==> config.mk <==
export PLATFORM = sky130hd
export DESIGN_NAME = fetch_latch
export DESIGN_NICKNAME = d
export VERILOG_FILES = /design/src/rtl/fetch_latch.sv
export SDC_FILE = /design/constraint.sdc
export NUM_CORES = 1
export LEC_CHECK = 0
export ABC_AREA = 1
export ABC_CLOCK_PERIOD_IN_PS = 3100
export CORE_MARGIN = 1.5
export CORE_UTILIZATION = 35
export DETAILED_ROUTE_END_ITERATION = 8
export GPL_TIMING_DRIVEN = 0
export PLACE_DENSITY_LB_ADDON = 0.05
export SKIP_LAST_GASP = 1
export SLEW_MARGIN = 25
export SYNTH_ARGS = -nofsm -noshare
export SYNTH_HDL_FRONTEND = slang
export SYNTH_SLANG_ARGS = --single-unit
==> constraint.sdc <==
create_clock -name clk -period 3.1 [get_ports clk]
set_input_delay 0.775 -clock clk [delete_from_list [all_inputs] [get_ports clk]]
set_output_delay 0.775 -clock clk [all_outputs]
set_load 0.03 [all_outputs]
==> src/rtl/fetch_latch.sv <==
// IF/ID pipeline register built as a two-entry skid buffer (main + skid) so in_ready is registered.
// Optional perf counters (stall_cnt, flush_cnt) are enabled by defining FETCH_LATCH_PERF_EN.
module fetch_latch #(
   parameter int PC_W    = 32,
   parameter int INSTR_W = 32,
   parameter int CNT_W   = 16
) (
   input  logic               clk,
   input  logic               rst_n,
   input  logic [PC_W-1:0]    next_pc,
   input  logic [INSTR_W-1:0] instr,
   input  logic               in_valid,
   output logic               in_ready,
   input  logic               flush,
   output logic [PC_W-1:0]    pc_out,
   output logic [INSTR_W-1:0] instr_out,
   output logic               out_valid,
   input  logic               out_ready
`ifdef FETCH_LATCH_PERF_EN
   ,
   output logic [CNT_W-1:0]   stall_cnt,
   output logic [CNT_W-1:0]   flush_cnt
`endif
);

   typedef enum logic [1:0] {
      EMPTY = 2'd0,
      ONE   = 2'd1,
      FULL  = 2'd2
   } state_t;

   state_t             r_state;
   logic [PC_W-1:0]    r_main_pc;
   logic [INSTR_W-1:0] r_main_instr;
   logic [PC_W-1:0]    r_skid_pc;
   logic [INSTR_W-1:0] r_skid_instr;
   logic               r_in_ready;
   logic               r_out_valid;

   logic               w_accept;
   logic               w_take;

   assign w_accept  = in_valid & r_in_ready;
   assign w_take    = r_out_valid & out_ready;

   assign in_ready  = r_in_ready;
   assign out_valid = r_out_valid;
   assign pc_out    = r_main_pc;
   assign instr_out = r_main_instr;

   // Main always holds the oldest entry; skid only fills when decode stalls while fetch pushes.
   always_ff @(posedge clk or negedge rst_n) begin
      if (!rst_n) begin
         r_state      <= EMPTY;
         r_main_pc    <= '0;
         r_main_instr <= '0;
         r_skid_pc    <= '0;
         r_skid_instr <= '0;
         r_in_ready   <= 1'b1;
         r_out_valid  <= 1'b0;
      end else if (flush) begin
         r_state     <= EMPTY;
         r_out_valid <= 1'b0;
         r_in_ready  <= 1'b1;
      end else begin
         case (r_state)
            EMPTY: begin
               if (w_accept) begin
                  r_main_pc    <= next_pc;
                  r_main_instr <= instr;
                  r_out_valid  <= 1'b1;
                  r_state      <= ONE;
               end
            end
            ONE: begin
               if (w_accept && w_take) begin
                  r_main_pc    <= next_pc;
                  r_main_instr <= instr;
               end else if (w_accept) begin
                  r_skid_pc    <= next_pc;
                  r_skid_instr <= instr;
                  r_in_ready   <= 1'b0;
                  r_state      <= FULL;
               end else if (w_take) begin
                  r_out_valid  <= 1'b0;
                  r_state      <= EMPTY;
               end
            end
            FULL: begin
               if (w_take) begin
                  r_main_pc    <= r_skid_pc;
                  r_main_instr <= r_skid_instr;
                  r_in_ready   <= 1'b1;
                  r_state      <= ONE;
               end
            end
            default: begin
               r_state     <= EMPTY;
               r_out_valid <= 1'b0;
               r_in_ready  <= 1'b1;
            end
         endcase
      end
   end

`ifdef FETCH_LATCH_PERF_EN
   logic [CNT_W-1:0] r_stall_cnt;
   logic [CNT_W-1:0] r_flush_cnt;

   assign stall_cnt = r_stall_cnt;
   assign flush_cnt = r_flush_cnt;

   // Both counters saturate at all-ones rather than wrapping.
   always_ff @(posedge clk or negedge rst_n) begin
      if (!rst_n) begin
         r_stall_cnt <= '0;
         r_flush_cnt <= '0;
      end else begin
         if (r_out_valid && !out_ready && (r_stall_cnt != '1))
            r_stall_cnt <= r_stall_cnt + 1'b1;
         if (flush && (r_state != EMPTY) && (r_flush_cnt != '1))
            r_flush_cnt <= r_flush_cnt + 1'b1;
      end
   end
`endif

endmodule

Word-level counts from Yosys, hierarchy flattened --
Cells that the tools add are included.
Word-level totals: register bits after elaboration 132, output and inout bits 66
Cells by class: equal/unequal tests 14, mux-type cells 26, bitwise logic cells 4, reductions and logical operators 8
Operators by type and width (count):
- $mux W32 | 6
- $pmux W32 S3 | 2
- $ne A3 B3 Y1 const B | 6
- $mux W2 | 6
- $reduce_and A4 Y1 | 3
- $ne A2 B2 Y1 const B | 5
- $reduce_and A5 Y1 | 2
- $mux W1 | 9
- $pmux W1 S3 | 2
- $pmux W2 S3 | 1
- $ne A4 B4 Y1 const B | 1
- $reduce_bool A3 Y1 | 1
- $and A1 B1 Y1 | 2
- $eq A2 B1 Y1 const B | 1
- $eq A2 B2 Y1 const B | 1
- $logic_not A2 Y1 | 1
- $not A1 Y1 | 2
- $logic_and A1 B1 Y1 | 1

Depth between registers and ports, before layout --
Gate-level depths: netlist (run 1).
depth in word-level cells 6, depth in mapped cells 9, depth with buffers taken out 7

Worst setup path before layout (run 1) --
Ideal clock, no wire load.
kind input to register, start point input port flush, end point register r_skid_pc[23], library setup time 0.121 ns, arrival time 1.525 ns, setup slack 1.455 ns, stages on the path 7, buffers on the path 1, path through nor2_1 inv_2 nor2_4 nand2_2 buf_2 nand2_1 o21ai_1
On the way: word-level cells in the longest chain between the ends 2
Ends and longest elaborated chain:
- start: declaration | line 14 | input logic flush,
- $not A1 Y1 (no source line)
- $reduce_and A4 Y1 (no source line)
- end signal: assignment | line 80 | r_skid_pc <= next_pc;
- end: declaration | line 35 | logic [PC_W-1:0] r_skid_pc;
No other way between the ends. A chain may end at the register's enable or synchronous reset.

Worst setup path after layout (run 1) --
start point register r_in_ready (netlist: in_ready), end point output port in_ready
RTL lines:
- start: declaration | line 37 | logic r_in_ready;
- start signal: assignment | line 59 | r_in_ready <= 1'b1;
- start signal: assignment | line 64 | r_in_ready <= 1'b1;
- start signal: assignment | line 82 | r_in_ready <= 1'b0;
- end: declaration | line 13 | output logic in_ready,
No word-level cell between the ends.

==> flow_metrics.py, run 1 <==
metrics = {
    "routing": {
        "wl_mm": 17.4,
        "firstDrtPassIters": 6,
        "drtIter0Drc": 278,
        "wl_met1_mm": 7.93,
        "wl_per_cell_um": 14.7,
        "highest_layer": "met4",
        "wl_met3_um": 899,
        "drc": 0,
        "ant_nets": 0,
        "met2WireLength_mm": 8.33,
        "via_per_inst": 4.70,
        "via_count": 5569,
    },
    "hold_path": {
        "holdCritPathClass": "in2async",
    },
    "clock_network": {
        "path_clk_slew_ps": 60,
        "cts-buffers-inserted": 17,
        "cts_hold_buffers": 0,
        "cts-htree-levels": 4,
        "clock_path_buffers": 2,
        "ctsResizeCount": 0,
        "cts_root_buffer": "clkbuf_16",
        "clock-sinks": 132,
        "cts_tree": "yes",
        "post_cts_buffers": 0,
        "clk_latency_ps": 410,
    },
    "logic_synthesis": {
        "syn-num-nets": 862,
        "ys_warn_count": 0,
        "yosysTopAreaCell": "dfrtp_1",
        "ys_seq_elements": 132,
        "netlist_area_mm2": 0.00619,
        "syn_inst": 793,
        "ys_types": 20,
        "yosys.area.top_type_share_pct": 53.0,
        "synth_area_leaders": "dfrtp_1 (53%), nand2_1 (26%), nand3_1 (10%)",
        "avgSynthCellArea_um2": 7.80,
        "ys_seq_area_share_pct": 53.4,
    },
    "critical_path": {
        "arrival_ps": 1610,
        "slowest_delay_ps": 660,
        "critPathKind": "reg2out",
        "crit_buf_inv": 1,
        "reg2reg_slack_ps": 1480,
        "critPathCaptureType": "primary output",
        "crit_fanout": 3,
        "crit_family": "buffers and inverters",
        "cp.required_ps": 2320,
        "path_cells": "clkdlybuf4s50_1",
        "start_kind": "register",
        "slowest_stage": "clkdlybuf4s50_1",
    },
    "final_layout": {
        "layout_common_cells": "nand2_1 (436), clkdlybuf4s50_1 (133), dfrtp_1 (131)",
        "final_common_cell": "nand2_1",
        "drive_gt1_share_pct": 10.0,
        "fin_nets": 1016,
        "diodes": 0,
        "synthToLayoutAreaGrowth_pct": 37.4,
    },
    "die": {
        "die_h_um": 136,
        "core.rowCount": 48,
        "io_pins": 135,
        "start_util_pct": 35.8,
        "dieWidth_um": 136,
        "core_area_mm2": 0.0173,
        "die-area_mm2": 0.0185,
    },
    "timing": {
        "min_period_ps": 2390,
        "holdWs_ps": 286,
        "fmax_mhz": 419,
        "worst_pin_slew_ps": 498,
        "final_hold_viol_count": 0,
        "finalMaxSlewViolations": 0,
        "slew_headroom_pct": 66.8,
        "setup_viol": 0,
        "worst_clock_skew_ps": 9.12,
        "rsz0062_at_grt": "no",
        "timing.final.crit_share_pct": 77.0,
    },
    "place": {
        "io_buffer_count": 134,
        "dp.final_hpwl_mm": 12.2,
        "gp_congestion": 0.758,
    },
    "outcome": {
        "status": "finished, final reports clean",
    },
    "power_and_ir_drop": {
        "swShare_pct": 37.1,
        "pwr-share-clk_pct": 26.6,
        "p_leak_uw": 0.00439,
        "peakVddDrop_v": 0.000446,
        "power_density_mw_per_mm2": 996,
        "internal_power_uw": 5320,
        "power_frac_comb_pct": 37.5,
        "seq_power_share_pct": 35.9,
        "p_total_uw": 8470,
        "switchingPower_uw": 3140,
    },
    "grt": {
        "antenna_found_initial": 0,
        "track_usage_pct": 19.6,
        "grt-ovfl-total": 0,
        "grt_max_degree": 79,
        "first_global_vias": 5413,
        "grt_pass1_wl_mm": 27.8,
    },
    "flow_run": {
        "cap_viol_max_count": 0,
    },
}
==> path summary, 6_finish.rpt <==
check	startpoint	to	cells past startpoint
max	in_ready	in_ready	1
min	rst_n	pc_out[1]	1
max reg2reg	in_ready	r_skid_pc[17]	6
min reg2reg	r_skid_instr[22]	r_skid_instr[22]	2
max in group asynchronous	rst_n	r_skid_instr[8]	2
min in group clk	r_skid_instr[22]	r_skid_instr[22]	2
==> power by group through the flow <==
stage | Sequential (uW) | Combinational [uW] | Clock (uW)
after global routing | 3150 | 3480 | 2370
after detailed placement | 3060 | 3220 | 0
after floorplan | 3810 | 1090 | 0
after CTS | 3040 | 3230 | 2290
after global placement | 3040 | 3150 | 0
final | 3040 | 3180 | 2250
==> metal layers <==
metal	global-route usage [%]	vias to the layer above
li1	-	2803
met1	25.9	2617
met2	32.3	135
met3	4.36	14
met4	5.73	0
met5	0	-
==> stage by stage <==
stage          std cells  utilization (%)  instance area [um^2]  TNS (ps)  worst slack, ps
4_1_cts             1185             49.2                  8500         0              692
5_1_grt             1185             49.2                  8500         0              663
3_3_place_gp        1152             45.2                  7810   -535980            -4090
6_report            1185             49.2                  8500         0              712
2_1_floorplan        793                -                  6190         0             1450
3_5_place_dp        1153             45.3                  7840         0              681
==> registers in the layout, summed over array words and instances (netlist names) <==
name,count
in_ready,1
pc_out,32
instr_out,32
r_skid_instr,32
r_skid_pc,32
r_state,2
out_valid,1
==> cells in the mapped netlist <==
| master | count |
|---|---|
| nor2_1 | 5 |
| buf_4 | 19 |
| dfrtp_1 | 131 |
| inv_1 | 10 |
| o21ai_1 | 16 |
| nand4_1 | 1 |
| buf_2 | 19 |
| nand2_4 | 1 |
| o21ai_2 | 1 |
| nand3_1 | 125 |
| inv_2 | 4 |
| buf_6 | 12 |
| nor2_2 | 1 |
| dfstp_2 | 1 |
| o21ai_0 | 2 |
| nor2_4 | 1 |
| nand2_2 | 4 |
| o211ai_1 | 1 |
| clkbuf_1 | 3 |
| nand2_1 | 436 |
==> cell families after synthesis <==
family | count (synthesis) | synth area share, %
flops | 132 | 53.4
compound gates | 20 | 1.72
buf+inv | 67 | 7.06
simple gates | 574 | 37.8
==> layout make-up <==
cell class / instances / area, um^2
fillers: 1699 / 8790
plain buffers: 53 / 384
well taps: 225 / 282
clock buffers: 20 / 457
repair buffers: 135 / 1370
multi-input cells: 594 / 2450
flip-flops and latches: 132 / 3300
inverters: 14 / 52.6
clock inverters: 12 / 203
Note: power is estimated with default switching activity, not from simulation.
==> run 2, diff against run 1 <==
--- a/config.mk
+++ b/config.mk
@@ -6,7 +6,7 @@
 export NUM_CORES = 1
 export LEC_CHECK = 0
 export ABC_AREA = 1
-export ABC_CLOCK_PERIOD_IN_PS = 3100
+export ABC_CLOCK_PERIOD_IN_PS = 2280
 export CORE_MARGIN = 1.5
 export CORE_UTILIZATION = 35
 export DETAILED_ROUTE_END_ITERATION = 8
==> constraint.sdc (replaced) <==
create_clock -name clk -period 2.28 [get_ports clk]
set_input_delay 0.57 -clock clk [delete_from_list [all_inputs] [get_ports clk]]
set_output_delay 0.57 -clock clk [all_outputs]
set_load 0.03 [all_outputs]
==> results of run 2 <==
The final DEF is identical to that of run 1. Status: finished, final reports clean.
Among the figures that moved: setup slack after placement 681 ps -> 66.1 ps; setup slack after layout 712 ps -> 96.6 ps; hold slack 286 ps -> 81.2 ps; register-to-register setup slack 1480 ps -> 660 ps; total power 8470 uW -> 11500 uW; worst IR drop on VDD 0.000446 V -> 0.000606 V
